--- src/rtl/gpio_filter_pkg.sv ---
// Shared types and constants for the GPIO input filter.
// Optional feature macro: GPIO_FILTER_GLITCH_CNT_EN (per-channel rejected-glitch counters).
package gpio_filter_pkg;

  // Per-channel filter state: settled, or a candidate level is being timed.
  typedef enum logic {
    ST_STABLE  = 1'b0,
    ST_PENDING = 1'b1
  } filt_state_e;

  localparam int DEFAULT_FILTER_WIDTH = 8;
  localparam int GLITCH_CNT_WIDTH     = 8;

endpackage

--- src/rtl/gpio_filter_channel.sv ---
// One GPIO channel: debounce FSM, tick counter, edge strobes and,
// when GPIO_FILTER_GLITCH_CNT_EN is defined, a saturating rejected-glitch counter.
module gpio_filter_channel
  import gpio_filter_pkg::*;
#(
  parameter int FILTER_WIDTH = DEFAULT_FILTER_WIDTH
) (
  input  logic                        clk,
  input  logic                        rst,
  input  logic                        ps_clk,
  input  logic                        sync_in,
  input  logic [FILTER_WIDTH-1:0]     threshold,
`ifdef GPIO_FILTER_GLITCH_CNT_EN
  input  logic                        glitch_clr,
  output logic [GLITCH_CNT_WIDTH-1:0] glitch_count,
`endif
  output logic                        filtered_out,
  output logic                        rise_pulse,
  output logic                        fall_pulse
);

  filt_state_e             state_reg, state_next;
  logic [FILTER_WIDTH-1:0] cnt_reg, cnt_next;
  logic                    filt_reg, filt_next;
  logic                    rise_reg, rise_next;
  logic                    fall_reg, fall_next;
  logic                    commit;
  // One bit wider than the counter so the compare sees cnt+1 without wrap.
  logic [FILTER_WIDTH:0]   cnt_inc;

  assign cnt_inc = {1'b0, cnt_reg} + {{FILTER_WIDTH{1'b0}}, 1'b1};

  // State, counter, level and strobe registers.
  always_ff @(posedge clk or negedge rst) begin
    if (!rst) begin
      state_reg <= ST_STABLE;
      cnt_reg   <= '0;
      filt_reg  <= 1'b0;
      rise_reg  <= 1'b0;
      fall_reg  <= 1'b0;
    end else begin
      state_reg <= state_next;
      cnt_reg   <= cnt_next;
      filt_reg  <= filt_next;
      rise_reg  <= rise_next;
      fall_reg  <= fall_next;
    end
  end

  // Next-state logic: a revert always beats a tick; threshold 0 commits straight from STABLE.
  always_comb begin
    state_next = state_reg;
    cnt_next   = cnt_reg;
    filt_next  = filt_reg;
    rise_next  = 1'b0;
    fall_next  = 1'b0;
    commit     = 1'b0;
    case (state_reg)
      ST_STABLE: begin
        if (sync_in != filt_reg) begin
          if (threshold == '0) begin
            commit = 1'b1;
          end else begin
            state_next = ST_PENDING;
            cnt_next   = '0;
          end
        end
      end
      ST_PENDING: begin
        if (sync_in == filt_reg) begin
          state_next = ST_STABLE;
        end else if (ps_clk) begin
          cnt_next = (&cnt_reg) ? cnt_reg : cnt_inc[FILTER_WIDTH-1:0];
          if (cnt_inc >= {1'b0, threshold}) begin
            commit = 1'b1;
          end
        end
      end
      default: state_next = ST_STABLE;
    endcase
    if (commit) begin
      filt_next  = sync_in;
      rise_next  = sync_in;
      fall_next  = ~sync_in;
      state_next = ST_STABLE;
    end
  end

  assign filtered_out = filt_reg;
  assign rise_pulse   = rise_reg;
  assign fall_pulse   = fall_reg;

`ifdef GPIO_FILTER_GLITCH_CNT_EN
  logic                        revert;
  logic [GLITCH_CNT_WIDTH-1:0] glitch_reg;

  assign revert = (state_reg == ST_PENDING) && (sync_in == filt_reg);

  // Rejected-glitch counter: clear has priority, saturates at all-ones.
  always_ff @(posedge clk or negedge rst) begin
    if (!rst) begin
      glitch_reg <= '0;
    end else if (glitch_clr) begin
      glitch_reg <= '0;
    end else if (revert && !(&glitch_reg)) begin
      glitch_reg <= glitch_reg + 1'b1;
    end
  end

  assign glitch_count = glitch_reg;
`endif

endmodule

--- src/rtl/gpio_input_filter.sv ---
// GPIO input filter top: shared input synchroniser feeding CORE_WIDTH filter channels.
// Optional feature macro: GPIO_FILTER_GLITCH_CNT_EN adds glitch_clr / glitch_count.
module gpio_input_filter
  import gpio_filter_pkg::*;
#(
  parameter int CORE_WIDTH   = 4,
  parameter int FILTER_WIDTH = DEFAULT_FILTER_WIDTH,
  parameter int SYNC_STAGES  = 2   // must be >= 2
) (
  input  logic                               clk,
  input  logic                               rst,
  input  logic                               ps_clk,
  input  logic [CORE_WIDTH-1:0]              raw_input,
  input  logic [CORE_WIDTH*FILTER_WIDTH-1:0] filter_conf,
`ifdef GPIO_FILTER_GLITCH_CNT_EN
  input  logic                               glitch_clr,
  output logic [CORE_WIDTH*GLITCH_CNT_WIDTH-1:0] glitch_count,
`endif
  output logic [CORE_WIDTH-1:0]              filtered_out,
  output logic [CORE_WIDTH-1:0]              rise_pulse,
  output logic [CORE_WIDTH-1:0]              fall_pulse
);

  logic [CORE_WIDTH-1:0] sync_reg [SYNC_STAGES];
  logic [CORE_WIDTH-1:0] sync_last;

  // Synchroniser chain for all pins; stage 0 is the metastability catcher.
  always_ff @(posedge clk or negedge rst) begin
    if (!rst) begin
      for (int i = 0; i < SYNC_STAGES; i++) sync_reg[i] <= '0;
    end else begin
      sync_reg[0] <= raw_input;
      for (int i = 1; i < SYNC_STAGES; i++) sync_reg[i] <= sync_reg[i-1];
    end
  end

  assign sync_last = sync_reg[SYNC_STAGES-1];

  for (genvar gi = 0; gi < CORE_WIDTH; gi++) begin : g_ch
    gpio_filter_channel #(
      .FILTER_WIDTH (FILTER_WIDTH)
    ) u_ch (
      .clk          (clk),
      .rst          (rst),
      .ps_clk       (ps_clk),
      .sync_in      (sync_last[gi]),
      .threshold    (filter_conf[FILTER_WIDTH*gi +: FILTER_WIDTH]),
`ifdef GPIO_FILTER_GLITCH_CNT_EN
      .glitch_clr   (glitch_clr),
      .glitch_count (glitch_count[GLITCH_CNT_WIDTH*gi +: GLITCH_CNT_WIDTH]),
`endif
      .filtered_out (filtered_out[gi]),
      .rise_pulse   (rise_pulse[gi]),
      .fall_pulse   (fall_pulse[gi])
    );
  end

endmodule
--- config.mk ---
export PLATFORM = sky130hd
export DESIGN_NAME = gpio_input_filter
export DESIGN_NICKNAME = d
export VERILOG_FILES = /design/src/rtl/gpio_filter_pkg.sv /design/src/rtl/gpio_filter_channel.sv /design/src/rtl/gpio_input_filter.sv
export SDC_FILE = /design/constraint.sdc
export NUM_CORES = 1
export LEC_CHECK = 0
export CAP_MARGIN = 20
export CORE_MARGIN = 2
export CORE_UTILIZATION = 55
export DETAILED_ROUTE_END_ITERATION = 8
export PLACE_DENSITY = 0.84
export SLEW_MARGIN = 10
export SYNTH_ARGS = -nofsm -noshare
export SYNTH_HDL_FRONTEND = slang
export SYNTH_SLANG_ARGS = --single-unit
--- constraint.sdc ---
create_clock -name clk -period 5 [get_ports clk]
set_clock_uncertainty 0.2 [all_clocks]
set_input_delay 0.75 -clock clk [delete_from_list [all_inputs] [get_ports clk]]
set_output_delay 0.75 -clock clk [all_outputs]
set_load 0.005 [all_outputs]
**Word level (Yosys, flattened, before mapping)**

Cells that the tools add are included.

- Add/sub/neg operators: 4
- Order comparisons: 4
- Equality and inequality tests: 28
- Muxes and demuxes: 76
- Bitwise logic cells: 8
- Reduce and logical (&&, ||, !) cells: 12

Operators with widths:

| operator | count |
|---|---|
| 2-to-1 mux 8 bit | 20 |
| one-hot mux 8 bit (2 select lines) | 4 |
| 2-to-1 mux 1 bit | 44 |
| adder 8 x 1 -> 9 bit (second input constant) | 4 |
| >= comparator 9 x 8 -> 1 bit | 4 |
| logical NOT 8 bit | 4 |
| inequality test 2 bit (second input constant) | 16 |
| AND reduction 8 bit | 4 |
| AND reduction 5 bit | 4 |
| one-hot mux 1 bit (2 select lines) | 8 |
| inequality test 2 x 1 -> 1 bit (second input constant) | 4 |
| NOT 1 bit | 8 |
| equality test 1 bit | 4 |
| inequality test 1 bit | 4 |

- Register bits after elaboration: 56
- Output and inout bits: 12

**Logic depth before layout (Yosys ltp)**

Gate-level depths: netlist of run 1.

- Depth in word-level cells: 7
- Depth in mapped cells: 10
- Gate-level depth less buffers: 10

**Hierarchy**

Synthesis of run 1 repeated with hierarchy kept, for this count alone.

- Cell total of the unflattened synthesis: 384
- Area, all modules: 3,898.7 sq um

Modules (own cells, without submodules):

| module | instances | cells an instance | area each (sq um) | sequential area each (sq um) |
|---|---|---|---|---|
| gpio_filter_channel | 4 | 94 | 924.6 | 300.3 |
| gpio_input_filter | 1 | 8 | 200.2 | 200.2 |

**Least setup slack after synthesis of run 1**

No wires, ideal clock.

- Kind: register to register
- From: register g_ch[0].u_ch.cnt_reg[0]
- To: register g_ch[0].u_ch.filt_reg
- Arrival: 2.531 ns
- Required time: 4.672 ns
- Slack: 2.141 ns
- Stages on the path, launching flop included: 11
- Cells stage by stage: dfrtp_1 ha_1 nand3_1 nor2_1 xor2_1 ha_1 and3_1 a221oi_1 o211ai_1 a21boi_1 mux2_1

- Cells in the longest elaborated chain, start to end: 6

RTL lines:

| what | line | source |
|---|---|---|
| start: declaration | gpio_filter_channel.sv:23 | `logic [FILTER_WIDTH-1:0] cnt_reg, cnt_next;` |
| start signal: assignment | gpio_filter_channel.sv:43 | `cnt_reg <= cnt_next;` |
| adder 8 x 1 -> 9 bit | gpio_filter_channel.sv:31 | `assign cnt_inc = {1'b0, cnt_reg} + {{FILTER_WIDTH{1'b0}}, 1'b1};` |
| >= comparator 9 x 8 -> 1 bit | gpio_filter_channel.sv:74 | `if (cnt_inc >= {1'b0, threshold}) begin` |
| 2-to-1 mux 1 bit | gpio_filter_channel.sv:74 |  |
| 2-to-1 mux 1 bit | gpio_filter_channel.sv:72 | `end else if (ps_clk) begin` |
| 2-to-1 mux 1 bit | gpio_filter_channel.sv:70 | `if (sync_in == filt_reg) begin` |
| one-hot mux 1 bit (2 select lines) | gpio_filter_channel.sv:58 | `case (state_reg)` |
| end signal: assignment | gpio_filter_channel.sv:44 | `filt_reg <= filt_next;` |
| end: declaration | gpio_filter_channel.sv:24 | `logic filt_reg, filt_next;` |

Every way passes these cells.
A chain may end at the register's enable or synchronous reset.

**Worst setup path in the final report of run 1**

Same ends and word-level chain as after synthesis.

==> results.ini, run 1 <==
[logic_synthesis]
yosys_warnings = 0
synthArstFlopShare_pct = 100
synth.area.mux_share_pct = 0.862
synth_ff_type = dfrtp_1
yosys.area_share.xor_xnor_pct = 6.26
yosysSeqAreaShare_pct = 35.8
syn-cell-area_sq_um = 3920
yosys_register_bits = 56
syn_avg_cell_area_sq_um = 8.99
synth_adder_area_share_pct = 11.5
synthCells = 436
synth_top_family_by_area = compound AO/OA/AOI/OAI gates
synth_edf_count = 0
synthDistinctLibCells = 49
synth_compound_area_share_pct = 21.0
syn-num-nets = 511
yosys.area_share.simple_pct = 18.1

[timing]
setup_violations = 0
worst_slew_pin_slew_ns = 0.769
tns_ns = 0
drv_slew = 0
max_freq_ghz = 0.312
grt_setup_unrepaired = false
fin_crit_sh_pct = 64.0
min_period_ns = 3.20
slew_headroom_pct = 48.6
finalHoldViolCount = 0

[floorplanning]
fp.dieH_um = 88.4
core_area_sq_um = 6830
die_width_um = 88.4
rows = 30
initial_core_util_pct = 57.4
dieArea_sq_um = 7820
ios = 51

[placed_design]
port_buffers = 50
post-dp-hpwl_um = 6170
gp_congestion = 0.822

[clock_tree]
clk_path_buf_depth = 2
clock-root-buffer = clkbuf_8
clk_pin_slew_ns = 0.10
cts.sinks = 56
cts_inserted_buffers = 5
cts_tree = yes
cts_hold_buffers = 0
cts_resized = 0
insertion_delay_ns = 0.32
postCtsSetupBuffers = 0
htreeDepth = 2

[global_route]
antenna_found_initial = 0
globalRouteOverflowTotal = 0
grt_pass1_wl_um = 13800
grt_max_degree = 57
grt_pass1_vias = 3234
grt_usage_pct = 22.2

[setup_path]
worst_ep_required_time_ns = 5.01
critical_path.max_fanout = 6
cp-start-kind = register
worstSetupPathType = register to register
cp-end-kind = register
worst_ep_arrival_time_ns = 3.21

[power_and_ir_drop]
total_power_w = 0.00127
peakVddDrop_mv = 0.168
power_frac_comb_pct = 30.8
power_frac_seq_pct = 46.3
p_int_w = 0.000844
pwr_density_cell_nw_per_um2 = 281
p_clk_share_pct = 22.9
leakage_nw = 2.17
switchingPower_w = 0.000431
power_switching_share_pct = 33.8

[flow_run]
drv_cap = 0

[cells_and_area]
final_cell_mix = 56 x dfrtp_1, 49 x clkdlybuf4s50_1, 36 x ha_1
final_common_cell = dfrtp_1
drive_above_1_share_pct = 4.84
areaGrowthSynthToFinish_pct = 15.6
largest_reg_flops = 32
nFillCells = 555
final_nets = 549
diodes = 0

[detailed_routing]
drc_errors = 0
drt-total-wl_um = 8090
num_vias = 3299
firstDrtPassIters = 4
viasPerCell = 5.78
ant_nets = 0
wl_per_cell_um = 14.2
first_iter_violations = 233

[run_status]
status = finished clean

[hold_path]
worstHoldPathType = register to register

layout make-up:
| class | instances | area (sq um) | share of cell area [%] |
|---|---|---|---|
| Multi-Input combinational cell | 325 | 2260 | 49.9 |
| Sequential cell | 56 | 1400 | 30.9 |
| Timing Repair Buffer | 51 | 503 | 11.1 |
| Inverter | 35 | 131 | 2.90 |
| Tap cell | 96 | 120 | 2.65 |
| Clock buffer | 5 | 68.8 | 1.52 |
| Clock inverter | 3 | 42.5 | 0.939 |
cells in the mapped netlist (2+ instances only):
| cell type | n | area [sq um] |
|---|---|---|
| a32o_1 | 2 | 20.0 |
| o31ai_1 | 8 | 60.1 |
| dfrtp_1 | 56 | 1400 |
| a31oi_1 | 8 | 50.1 |
| buf_4 | 12 | 90.1 |
| a21boi_1 | 3 | 22.5 |
| nor3_1 | 5 | 25.0 |
| inv_1 | 35 | 131 |
| nand4_1 | 7 | 43.8 |
| a21o_1 | 12 | 90.1 |
| ha_1 | 36 | 450 |
| or2_0 | 2 | 12.5 |
| a31o_2 | 5 | 43.8 |
| o21ai_0 | 20 | 100 |
| nor4_1 | 3 | 18.8 |
| o211ai_1 | 4 | 30.0 |
| a22o_1 | 12 | 105 |
| or3_1 | 3 | 18.8 |
| buf_2 | 3 | 15.0 |
| clkbuf_1 | 5 | 18.8 |
| a221oi_1 | 2 | 17.5 |
| xor2_1 | 13 | 114 |
| or2_1 | 3 | 18.8 |
| o41ai_1 | 2 | 17.5 |
| o21a_1 | 7 | 52.6 |
| and3_1 | 11 | 68.8 |
| nand2b_1 | 12 | 75.1 |
| nor2_1 | 18 | 67.6 |
| xnor2_1 | 15 | 131 |
| and2_1 | 5 | 31.3 |
| nor2b_1 | 4 | 25.0 |
| o21ai_1 | 7 | 35.0 |
| mux2_1 | 2 | 22.5 |
| nand2_1 | 35 | 131 |
| nand3_1 | 27 | 135 |
| a21oi_1 | 19 | 95.1 |
through the flow:
step	std cells	instance area, sq um	hold WS, ns	utilization, %	setup slack [ns]
3_5_place_dp	563	4420	0.135	64.7	1.82
5_1_grt	571	4530	0.167	66.3	1.55
2_1_floorplan	436	3920	0.131	-	2.14
6_report	571	4530	0.156	66.3	1.80
4_1_cts	571	4530	0.159	66.3	1.81
3_3_place_gp	563	4420	0.134	64.7	1.92
cells by family (layout without fill, tap and decap cells):
family | count (synthesis) | count (layout)
fa+ha+maj | 36 | 36
mux | 3 | 3
flops | 56 | 56
buf+inv | 55 | 94
compound gates | 119 | 119
xor+xnor | 28 | 28
simple gates | 139 | 139
final timing paths:
path | start | to | slack (ns) | depth (start not counted)
worst min register to register | sync_reg[6]$_DFF_PN0_ | sync_last[2]$_DFF_PN0_ | 0.16 | 0
worst max-delay path | g_ch[0].u_ch.cnt_reg[0]$_DFFE_PN0P_ | g_ch[0].u_ch.filtered_out$_DFFE_PN0P_ | 1.80 | 10
worst max register to register | g_ch[0].u_ch.cnt_reg[0]$_DFFE_PN0P_ | g_ch[0].u_ch.filtered_out$_DFFE_PN0P_ | 1.80 | 10
worst min-delay path | sync_reg[6]$_DFF_PN0_ | sync_last[2]$_DFF_PN0_ | 0.16 | 0
max in group asynchronous | rst | g_ch[1].u_ch.cnt_reg[1]$_DFFE_PN0P_ | 3.78 | 2
min in group asynchronous | rst | g_ch[2].u_ch.rise_pulse$_DFF_PN0_ | 0.34 | 2
power by group through the flow:
stage / clock, W / combinational (W) / sequential (W)
after floorplan: 0 / 0.000303 / 0.000556
after global placement: 0 / 0.000371 / 0.000594
after detailed placement: 0 / 0.000392 / 0.000598
after CTS: 0.000301 / 0.000396 / 0.000590
after global routing: 0.000318 / 0.000446 / 0.000605
final: 0.000292 / 0.000392 / 0.000591
metal layers:
metal  track usage, %  part of all wire, %
met5                0                    0
met4             9.09                  1.7
met3             3.73                  4.4
met2             39.4                   51
met1             26.7                   43
critical path, stage by stage, from the launching register on:
cell      delay (ns)
dfrtp_1         0.43
ha_1            0.23
nand3_1         0.23
nor2_1          0.26
xor2_1          0.21
ha_1            0.28
and3_1          0.19
a221oi_1        0.27
o211ai_1        0.16
a21boi_1        0.27
mux2_1          0.35
Note: power is estimated with default switching activity, not from simulation.
==> run 2, diff against run 1 <==
Settings changed: CORE_UTILIZATION 55 to 51, PLACE_DENSITY 0.84 to 0.82.
Clock period 5 ns to 2.9 ns, I/O delays scaled along.
==> results.ini, run 2 (synthesis results as in run 1) <==
[flow_run]
drv_cap = 0  ; unchanged

[detailed_routing]
drc_errors = 0  ; unchanged
drt-total-wl_um = 8970  ; +11%
first_iter_violations = 191  ; -18%
ant_nets = 0  ; unchanged
wl_per_cell_um = 15.0  ; +5.9%
viasPerCell = 5.80  ; +0.46%
firstDrtPassIters = 4  ; unchanged
num_vias = 3471  ; +5.2%

[setup_path]
critical_path.max_fanout = 6  ; unchanged
worstSetupPathType = register to register
cp-end-kind = register
worst_ep_required_time_ns = 2.91  ; -2.10 ns
crit_path_top_delay_cell = dfrtp_2
worstPathCellList = nand2_1, nor3_2, xor2_1, ha_1, and3_1, a221oi_2, o211ai_1, a21boi_2, mux2_1
worst_ep_arrival_time_ns = 2.80  ; -0.41 ns
max_stage_delay_ns = 0.45  ; +0.02 ns
cp-start-kind = register

[placed_design]
gp_congestion = 0.836  ; +1.7%
dp_cells = 583  ; +3.6%
port_buffers = 50  ; unchanged
post-dp-hpwl_um = 6690  ; +8.5%
place_area_sq_um = 4550  ; +3.0%

[global_route]
grt.met2_usage_pct = 38.2  ; -1.1 points
grt_max_degree = 29  ; -49%
antenna_found_initial = 0  ; unchanged
grt_usage_pct = 21.6  ; -0.60 points
grt_pass1_wl_um = 15200  ; +9.4%
grt-busiest-layer = met2
globalRouteOverflowTotal = 0  ; unchanged
use_met3_pct = 3.12  ; -0.61 points
grt_pass1_vias = 3451  ; +6.7%
grtUsageMet1_pct = 27.3  ; +0.61 points

[floorplanning]
rows = 31  ; +3.3%
fp.dieH_um = 91.7  ; +3.7%
initial_core_util_pct = 53.5  ; -3.9 points
die_width_um = 91.7  ; +3.7%
dieArea_sq_um = 8400  ; +7.5%
ios = 51  ; unchanged
core_area_sq_um = 7330  ; +7.3%

[clock_tree]
clk_path_buf_depth = 2  ; unchanged
clock-root-buffer = clkbuf_8
cts.sinks = 56  ; unchanged
clk_pin_slew_ns = 0.10  ; about the same
cts_inserted_buffers = 5  ; unchanged
htreeDepth = 2  ; unchanged
insertion_delay_ns = 0.32  ; about the same
cts_tree = yes

[power_and_ir_drop]
total_power_w = 0.00224  ; +76%
pwr_density_cell_nw_per_um2 = 469  ; +67%
peakVddDrop_mv = 0.338  ; +100%
leakage_nw = 2.29  ; +5.6%

[cells_and_area]
final_cells = 598  ; +4.7%
largest_reg_flops = 32  ; unchanged
final_nets = 573  ; +4.4%
final_cell_mix = 53 x dfrtp_1, 49 x clkdlybuf4s50_1, 35 x inv_1, 35 x nand2_1, 35 x ha_1
final_common_cell = dfrtp_1
diodes = 0  ; unchanged
utilization_pct = 65.1  ; -1.2 points
drive_above_1_share_pct = 12.0  ; +7.2 points
areaGrowthSynthToFinish_pct = 21.8
final_design_area_no_fill_sq_um = 4770  ; +5.4%

[timing]
min_period_ns = 2.80  ; -0.406 ns
worst_slew_pin_slew_ns = 0.642  ; -0.127 ns
max_freq_ghz = 0.358  ; +15%
slew_headroom_pct = 57.2  ; +8.6 points
setup_violations = 0  ; unchanged
drv_slew = 0  ; unchanged
grt_setup_unrepaired = true
fin_crit_sh_pct = 96.4  ; +32 points
finalHoldViolCount = 0  ; unchanged

[hold_path]
worstHoldPathType = register to register

[run_status]
status = finished clean

[run 2: path summary, 6_finish.rpt]
path,end,start,cells past startpoint,slack (ns)
min in group asynchronous,g_ch[1].u_ch.cnt_reg[2]$_DFFE_PN0P_,rst,2,0.46
min reg2reg,sync_last[0]$_DFF_PN0_,sync_reg[4]$_DFF_PN0_,0,0.16
max in group asynchronous,g_ch[3].u_ch.cnt_reg[5]$_DFFE_PN0P_,rst,3,1.34
max reg2reg,g_ch[0].u_ch.filtered_out$_DFFE_PN0P_,g_ch[0].u_ch.cnt_reg[4]$_DFFE_PN0P_,9,0.10
max,g_ch[0].u_ch.filtered_out$_DFFE_PN0P_,g_ch[0].u_ch.cnt_reg[4]$_DFFE_PN0P_,9,0.10
min,sync_last[0]$_DFF_PN0_,sync_reg[4]$_DFF_PN0_,0,0.16
[run 2: critical path, delay by kind of cell, from the launching register on]
family	cells	cell delay, ns
AOI/OAI and AO/OA	3	0.62
DFF	1	0.45
xor gates and xnor gates	1	0.25
adders and majority gates	1	0.29
and+or+nand+nor	3	0.54
muxes	1	0.34
[run 2: final cells by class]
cell class | instances | area (sq um)
inverters | 35 | 131
repair buffers | 75 | 686
clock buffers | 5 | 68.8
well taps | 99 | 124
clock inverters | 3 | 26.3
multi-input cells | 325 | 2330
flip-flops and latches | 56 | 1410
fillers | 611 | 2560
[run 2: metal layers]
metal / share of wire, % / wire length (um)
met2: 51 / 4560
met3: 4.9 / 442
met5: 0 / 0
met1: 43 / 3870
met4: 1.1 / 101
[run 2: repair_timing]
action / in CTS / in global routing
setup buffers: 2 / 4
hold buffers: 1 / 0
pin swaps: 2 / 8
endpoints found under the setup margin: 1 / 5
endpoints found under the hold margin: 26 / 0
resized for setup: 0 / 16
[run 2: power by group]
| part | switching [W] | internal (W) | total, W |
|---|---|---|---|
| Clock | 0.000278 | 0.000178 | 0.000457 |
| Combinational | 0.000384 | 0.000380 | 0.000764 |
| Sequential | 0.000150 | 0.000870 | 0.00102 |
| Total | 0.000812 | 0.00143 | 0.00224 |
[run 2: per-stage QoR]
step	hold slack, ns	TNS (ns)	setup WS, ns
finish	0.162	0	0.104
global route	0.181	-0.0621	-0.0430
CTS	0.167	0	0.00650
detailed placement	0.142	-0.0675	-0.0675
global placement	0.134	0	0.0926
floorplan	-0.0606	0	0.0412
